[src/rtl/dm_access_unit_if.sv]
// Pipeline-side and data-memory-side signals of the load/store access unit.
// The unit uses the slave modport; the driver of ops and memory data uses master.
interface dm_access_unit_if;
  logic [2:0]  is_load;
  logic [1:0]  is_store;
  logic [31:0] addr;
  logic [31:0] store_data;
  logic [31:0] dm_do;
  logic        dm_ceb;
  logic [3:0]  dm_web;
  logic [13:0] dm_addr;
  logic [31:0] dm_di;
  logic        stall;
  logic [31:0] load_data;
  logic        load_valid;
  logic        misalign_err;

  modport master (
    output is_load, is_store, addr, store_data, dm_do,
    input  dm_ceb, dm_web, dm_addr, dm_di, stall, load_data, load_valid, misalign_err
  );

  modport slave (
    input  is_load, is_store, addr, store_data, dm_do,
    output dm_ceb, dm_web, dm_addr, dm_di, stall, load_data, load_valid, misalign_err
  );
endinterface

[src/rtl/dm_access_unit.sv]
// Single-outstanding load/store unit: captures an op, drives the data memory
// for one store cycle or MEM_LAT load cycles, then reports in a one-cycle RESP.
module dm_access_unit #(
  parameter int MEM_LAT = 1
) (
  input logic            clk,
  input logic            rst,
  dm_access_unit_if.slave bus
);
  typedef enum logic [1:0] {IDLE, ACCESS, RESP} state_t;

  localparam logic [2:0] LAST = 3'(MEM_LAT - 1);

  state_t      state, state_nxt;
  logic [2:0]  ld_q;
  logic [1:0]  st_q;
  logic [31:0] addr_q, di_q, load_data_q;
  logic        mis_q;
  logic [2:0]  cnt;

  logic        op, mis_in;
  logic [31:0] di_in, ext;
  logic [3:0]  web_st;
  logic [7:0]  byte_sel;
  logic [15:0] half_sel;

  logic        stall, ceb, load_valid, misalign_err;
  logic [3:0]  web;

  assign op = (bus.is_load != 3'd0) || (bus.is_store != 2'd0);

  // A present store always wins, so the load's alignment is irrelevant then.
  always_comb begin
    mis_in = 1'b0;
    if (bus.is_store != 2'd0) begin
      case (bus.is_store)
        2'b01:   mis_in = bus.addr[1:0] != 2'b00;
        2'b10:   mis_in = bus.addr[0];
        default: mis_in = 1'b0;
      endcase
    end else begin
      case (bus.is_load)
        3'b011:        mis_in = bus.addr[1:0] != 2'b00;
        3'b010, 3'b100: mis_in = bus.addr[0];
        default:       mis_in = 1'b0;
      endcase
    end
  end

  always_comb begin
    case (bus.is_store)
      2'b10:   di_in = {2{bus.store_data[15:0]}};
      2'b11:   di_in = {4{bus.store_data[7:0]}};
      default: di_in = bus.store_data;
    endcase
  end

  always_comb begin
    case (st_q)
      2'b01:   web_st = 4'b0000;
      2'b10:   web_st = addr_q[1] ? 4'b0011 : 4'b1100;
      2'b11:   web_st = ~(4'b0001 << addr_q[1:0]);
      default: web_st = 4'b1111;
    endcase
  end

  always_comb begin
    byte_sel = 8'(bus.dm_do >> {addr_q[1:0], 3'b000});
    half_sel = addr_q[1] ? bus.dm_do[31:16] : bus.dm_do[15:0];
    case (ld_q)
      3'b001:  ext = {{24{byte_sel[7]}}, byte_sel};
      3'b010:  ext = {{16{half_sel[15]}}, half_sel};
      3'b100:  ext = {16'h0000, half_sel};
      3'b101:  ext = {24'h000000, byte_sel};
      default: ext = bus.dm_do;
    endcase
  end

  always_ff @(posedge clk or posedge rst) begin
    if (rst) state <= IDLE;
    else     state <= state_nxt;
  end

  always_comb begin
    state_nxt    = state;
    stall        = 1'b0;
    ceb          = 1'b1;
    web          = 4'hF;
    load_valid   = 1'b0;
    misalign_err = 1'b0;
    case (state)
      IDLE: begin
        stall = op;
        if (op) state_nxt = mis_in ? RESP : ACCESS;
      end
      ACCESS: begin
        stall = 1'b1;
        ceb   = 1'b0;
        if (st_q != 2'd0) begin
          web       = web_st;
          state_nxt = RESP;
        end else if (cnt == LAST) begin
          state_nxt = RESP;
        end
      end
      RESP: begin
        load_valid   = (ld_q != 3'd0) && !mis_q;
        misalign_err = mis_q;
        state_nxt    = IDLE;
      end
      default: state_nxt = IDLE;
    endcase
  end

  always_ff @(posedge clk or posedge rst) begin
    if (rst) begin
      ld_q        <= 3'd0;
      st_q        <= 2'd0;
      addr_q      <= 32'd0;
      di_q        <= 32'd0;
      mis_q       <= 1'b0;
      cnt         <= 3'd0;
      load_data_q <= 32'd0;
    end else begin
      case (state)
        IDLE: if (op) begin
          st_q   <= bus.is_store;
          ld_q   <= (bus.is_store != 2'd0) ? 3'd0 : bus.is_load;
          addr_q <= bus.addr;
          di_q   <= di_in;
          mis_q  <= mis_in;
          cnt    <= 3'd0;
          if (mis_in) load_data_q <= 32'd0;
        end
        ACCESS: if (st_q == 2'd0) begin
          if (cnt == LAST) load_data_q <= ext;
          else             cnt <= cnt + 3'd1;
        end
        default: ;
      endcase
    end
  end

  assign bus.stall        = stall;
  assign bus.dm_ceb       = ceb;
  assign bus.dm_web       = web;
  assign bus.dm_addr      = addr_q[15:2];
  assign bus.dm_di        = di_q;
  assign bus.load_data    = load_data_q;
  assign bus.load_valid   = load_valid;
  assign bus.misalign_err = misalign_err;
endmodule

[src/flat_wrapper.sv]
// flat-port wrapper written by rule: the top's interface ports become plain ports
module dm_access_unit_flat 
#(
  parameter int MEM_LAT = 1
)
  (clk, rst, bus_is_load, bus_is_store, bus_addr, bus_store_data, bus_dm_do, bus_dm_ceb, bus_dm_web, bus_dm_addr, bus_dm_di, bus_stall, bus_load_data, bus_load_valid, bus_misalign_err);
  dm_access_unit_if bus_i ();
  input logic clk;
  input logic rst;
  input wire logic [$bits(bus_i.is_load)-1:0] bus_is_load;
  input wire logic [$bits(bus_i.is_store)-1:0] bus_is_store;
  input wire logic [$bits(bus_i.addr)-1:0] bus_addr;
  input wire logic [$bits(bus_i.store_data)-1:0] bus_store_data;
  input wire logic [$bits(bus_i.dm_do)-1:0] bus_dm_do;
  output wire logic [$bits(bus_i.dm_ceb)-1:0] bus_dm_ceb;
  output wire logic [$bits(bus_i.dm_web)-1:0] bus_dm_web;
  output wire logic [$bits(bus_i.dm_addr)-1:0] bus_dm_addr;
  output wire logic [$bits(bus_i.dm_di)-1:0] bus_dm_di;
  output wire logic [$bits(bus_i.stall)-1:0] bus_stall;
  output wire logic [$bits(bus_i.load_data)-1:0] bus_load_data;
  output wire logic [$bits(bus_i.load_valid)-1:0] bus_load_valid;
  output wire logic [$bits(bus_i.misalign_err)-1:0] bus_misalign_err;
  assign bus_i.is_load = bus_is_load;
  assign bus_i.is_store = bus_is_store;
  assign bus_i.addr = bus_addr;
  assign bus_i.store_data = bus_store_data;
  assign bus_i.dm_do = bus_dm_do;
  assign bus_dm_ceb = bus_i.dm_ceb;
  assign bus_dm_web = bus_i.dm_web;
  assign bus_dm_addr = bus_i.dm_addr;
  assign bus_dm_di = bus_i.dm_di;
  assign bus_stall = bus_i.stall;
  assign bus_load_data = bus_i.load_data;
  assign bus_load_valid = bus_i.load_valid;
  assign bus_misalign_err = bus_i.misalign_err;
  dm_access_unit #(.MEM_LAT(MEM_LAT)) u_core (.clk(clk), .rst(rst), .bus(bus_i));
endmodule
[config.mk]
export PLATFORM = sky130hd
export DESIGN_NAME = dm_access_unit_flat
export DESIGN_NICKNAME = d
export VERILOG_FILES = /design/src/rtl/dm_access_unit_if.sv /design/src/rtl/dm_access_unit.sv /design/src/flat_wrapper.sv
export SDC_FILE = /design/constraint.sdc
export NUM_CORES = 1
export LEC_CHECK = 0
export CORE_MARGIN = 2
export CORE_UTILIZATION = 44
export CTS_CLUSTER_DIAMETER = 30
export CTS_CLUSTER_SIZE = 20
export DETAILED_ROUTE_END_ITERATION = 7
export GPL_ROUTABILITY_DRIVEN = 0
export PLACE_DENSITY = 0.81
export SLEW_MARGIN = 10
export SYNTH_ARGS = -nofsm -noshare
export SYNTH_HDL_FRONTEND = slang
export SYNTH_SLANG_ARGS = --single-unit
[constraint.sdc]
create_clock -name clk -period 3.2 [get_ports clk]
set_input_delay 0.64 -clock clk [delete_from_list [all_inputs] [get_ports clk]]
set_output_delay 0.64 -clock clk [all_outputs]
set_load 0.05 [all_outputs]
* Word-level counts from Yosys, hierarchy flattened *
Index checks and enable logic that the tools add are counted.

word-level totals
  output and inout bits = 86
  logic and storage cells = 79
  flip-flop bits (word level) = 91
  bits of input ports = 103

cells by class
  shift-type cells = 2
  reduce and logical (&&, ||, !) cells = 17
  equal/unequal tests = 21
  multiplexer cells = 29
  add/subtract/negate cells = 1
  bitwise gates (word level) = 1

operators by type and width
  kind                                                                    count
  32-bit two-way mux                                                      4
  32-bit case mux with 2 select lines                                     2
  32-bit case mux with 4 select lines                                     1
  32-bit by 5-bit >> shifter with 8-bit output                            1
  16-bit two-way mux                                                      1
  3-bit two-way mux                                                       4
  4-bit two-way mux                                                       3
  4-bit case mux with 3 select lines                                      1
  2-bit equality test (second input constant)                             5
  3-bit by 2-bit equality test with 1-bit output (second input constant)  3
  3-bit equality test (second input constant)                             3
  2-bit two-way mux                                                       4
  2-bit by 1-bit != test with 1-bit output (second input constant)        4
  2-bit nonzero test                                                      4
  2-bit by 1-bit equality test with 1-bit output (second input constant)  3
  1-bit case mux with 2 select lines                                      3
  3-bit case mux with 2 select lines                                      1
  3-bit nonzero test                                                      2
  5-bit AND reduction                                                     1
  2-bit zero test                                                         2
  1-bit two-way mux                                                       4
  4-bit inverter                                                          1
  2-bit case mux with 2 select lines                                      1
  2-bit AND reduction                                                     2
  other kinds (11)                                                        11

* Logic depth before layout (Yosys ltp) *
  depth after elaboration = 7
  mapped depth = 10
  depth with buffers taken out = 7

* Worst setup path after synthesis *
OpenSTA, ideal clock, no wires.

  path kind = input to output
  start point = in bus_is_store[1]
  end point = out bus_stall
  arrival = 2.469 ns
  slack = 0.091 ns
  buffers on the path = 3
  stages on the path = 8
  required time = 2.560 ns
  cell sequence = clkbuf_1 -> inv_1 -> ha_1 -> nand2b_1 -> o31ai_1 -> clkbuf_1 -> buf_2 -> nand2_1

between the ends
  cells in the longest elaborated chain, start to end = 3

ends and longest elaborated chain
  element                             line                  source
  start, declared                     flat_wrapper.sv:11    input wire logic [$bits(bus_i.is_store)-1:0] bus_is_store;
  2-bit nonzero test                  dm_access_unit.sv:30  assign op = (bus.is_load != 3'd0) || (bus.is_store != 2'd0);
  1-bit logical OR                    dm_access_unit.sv:30
  1-bit case mux with 2 select lines  dm_access_unit.sv:91  case (state)
  end, declared                       flat_wrapper.sv:19    output wire logic [$bits(bus_i.stall)-1:0] bus_stall;

Every way passes these cells.

* Final worst setup path *
  start point = reg u_core.ld_q[2]
  end point = out bus_load_valid

between the ends
  cells in the longest elaborated chain, start to end = 3

ends and longest elaborated chain
  element                 line                   source
  start, declared         dm_access_unit.sv:15   logic [2:0] ld_q;
  start signal, assigned  dm_access_unit.sv:128  ld_q <= (bus.is_store != 2'd0) ? 3'd0 : bus.is_load;
  3-bit nonzero test      dm_access_unit.sv:107  load_valid = (ld_q != 3'd0) && !mis_q;
  1-bit logical AND       dm_access_unit.sv:107
  1-bit two-way mux       dm_access_unit.sv:91
  end, declared           flat_wrapper.sv:21     output wire logic [$bits(bus_i.load_valid)-1:0] bus_load_valid;

Every way passes these cells.

==> results.toml <==
[run_status]
status = "finished, final reports clean"

[global_routing]
grt_use_total_pct = 24.58
grt_pass1_wl_um = 22520
grt_max_degree = 58
grt_pass1_vias = 4536
grt-ovfl-total = 0
antenna_found_initial = 0

[detailed_routing]
post_drt_wl_per_cell_um = 17.26
drtPass1Iterations = 5
drtIter0Drc = 314
via_per_inst = 5.624
ant_nets = 0
drcViolationCount = 0
route.final.wire_length_um = 14230
num_vias = 4634

[cells_and_area]
drive_above_1_share_pct = 8.480
regArea_um2 = 2277
final_nets = 788
diodes = 0
area_delta_synth_final_pct = 40.32
multi_input_area_um2 = 2218
n_fill_cell = 896

[timing]
period_needed_ns = 2.815
finalSetupViolCount = 0
clock_skew_ns = 0.01409
hold_violations = 0
drv_slew = 0
setup_slack_ns = 0.3850
tightest_slew_ns = 1.105
post-route-period-util_pct = 87.97
rsz0062_at_grt = "false"
tns_ns = 0
slew_headroom_pct = 25.97
holdWs_ns = 0.4799
fmax_mhz = 355.2

[clock_tree]
cts-root-buf = "clkbuf_8"
clock_latency_ns = 0.37
clock_sinks = 91
cts_setup_buffers = 0
cts_buffer_depth = 2
cts_tree = "done"
ctsHtreeMaxLevel = 3
cts_resized = 0
hold_buffers = 0
cts_made_buffers = 9
cts.clk_slew.worst_paths_ns = 0.09

[die]
die_area_um2 = 11760
chipHeight_um = 108.5
fp.dieW_um = 108.5
rows = 38
start_util_pct = 44.68
core-area_um2 = 10750
ioPinCount = 189

[power]
powerDensity_nw_per_um2 = 1132
power.leakage_nw = 2.942
vdd_drop_max_uv = 718.1

[yosys]
synthCells = 533
ys_seq_area_share_pct = 47.43
yosysTopAreaCell = "dfrtp_1"
ys_ff_latch = 91
synth-edff-count = 0
async_flop_share_pct = 100.0
mappedNetlistArea_um2 = 4801
ys_warn_count = 0
synth_cell_type_count = 49
avgSynthCellArea_um2 = 9.007
synth_top_area_share_pct = 47.43
synthFlopType = "dfrtp_1"
ys_top_cells_by_area = "dfrtp_1 47%, nand2_1 9.9%, nor2_1 4.5%"
postSynthNetCount = 642

[worst_setup_path]
worst_setup_path_start_kind = "register"
crit_arrival_ns = 2.18
critPathRequiredTime_ns = 2.56
cp-end-kind = "output pin"
crit_type = "register to output pin"
cp_max_fo = 15

[job]
drv_cap = 0

[place]
port_buffers = 172
hpwl_um = 10280
dp_slack_ns = 0.1975

[hold_path]
hold_class = "register to register"
## critical path: stages, from the launching register on
cell and delay (ns):
dfrtp_1 0.68, or2_2 0.30, nor2_1 0.06, nor4b_1 0.55
buf_12 0.22
## layout by cell type, fill, tap and decap left out, types with 2 or more instances in the layout
cell	Yosys	final
a21o_1	7	7
a21oi_1	31	31
a221oi_1	22	22
a22oi_1	15	15
a31oi_1	9	9
a32o_1	8	8
buf_4	15	13
clkbuf_8	0	9
clkdlybuf4s50_1	0	170
clkinv_1	3	3
clkinv_2	0	2
clkinv_4	0	2
clkinvlp_4	0	3
dfrtp_1	91	91
ha_1	6	6
inv_1	15	14
mux2_2	16	16
mux2i_1	7	7
nand2_1	127	127
nand2b_1	3	3
nand3_1	2	2
nor2_1	57	57
o21ai_0	21	21
o2bb2ai_1	16	16
## cell usage after synthesis (3+ instances only)
library cell  number
a21o_1             7
o2bb2ai_1         16
buf_4             15
mux2_2            16
a31oi_1            9
a32o_1             8
clkinv_1           3
nand2b_1           3
inv_1             15
a221oi_1          22
o21ai_0           21
a21oi_1           31
mux2i_1            7
ha_1               6
dfrtp_1           91
nor2_1            57
clkbuf_1          22
a22oi_1           15
nand2_1          127
buf_2             10
## cell type report
cell class / instances / area share, %
clock buffer: 9 / 1.839
clock inverter: 7 / 0.7987
inverter: 18 / 1.022
multi-input combinational: 375 / 32.93
sequential: 91 / 33.80
tap: 140 / 2.600
timing repair buffer: 184 / 27.01
## cell families (layout without fill, tap and decap cells)
| group | after synthesis | count (layout) | share of synthesized area, % |
|---|---|---|---|
| AO/OA/AOI/OAI | 141 | 141 | 20.85 |
| XOR/XNOR | 2 | 2 | 0.3649 |
| adder cells (fa/ha/maj) | 6 | 6 | 1.564 |
| buffers and inverters | 67 | 218 | 6.828 |
| flip-flops | 91 | 91 | 47.43 |
| multiplexers | 24 | 24 | 5.681 |
| AND/OR/NAND/NOR | 202 | 202 | 17.28 |
## path summary, 6_finish.rpt
path                                startpoint                 endpoint  slack [ns]  depth (start not counted)
min in group asynchronous                  rst        u_core.addr_q[15]        0.74                          3
setup reg to reg                u_core.ld_q[2]  u_core.bus.load_data[0]        0.79                          4
setup / recovery                u_core.ld_q[2]           bus_load_valid        0.38                          4
max in group asynchronous                  rst  u_core.bus.load_data[5]        2.02                          3
hold / removal             u_core.bus.dm_di[6]      u_core.bus.dm_di[6]        0.48                          2
hold reg to reg            u_core.bus.dm_di[6]      u_core.bus.dm_di[6]        0.48                          2
## routing by layer
layer | share of wire (%) | global-route usage [%] | vias to the layer above
met4 | 1.2 | 6.502 | 0
met3 | 12 | 8.861 | 18
met2 | 48 | 40.76 | 264
met5 | 0 | 0 | -
met1 | 39 | 30.41 | 2216
li1 | - | - | 2136
## state kept, by name, indices dropped and copies added (netlist names)
register / count
u_core.bus.load_data: 32
u_core.bus.dm_di: 32
u_core.cnt: 3
u_core.st_q: 2
u_core.state: 2
u_core.addr_q: 16
u_core.ld_q: 3
u_core.mis_q: 1
## per-stage QoR
stage               cell area, um^2  instances  total power, mW  util, %
floorplan                      4801        533            5.441        -
global placement               6559        808            6.791    61.04
detailed placement             6559        808            6.907    61.04
CTS                            6736        824            7.652    62.69
global route                   6736        824            8.088    62.69
finish                         6736        824            7.627    62.69
## report_power, final
part,internal [mW],switching (mW)
registers,1.67,0.334
clock network,0.286,0.445
logic,1.64,3.26
Note: power is estimated with default switching activity, not from simulation.
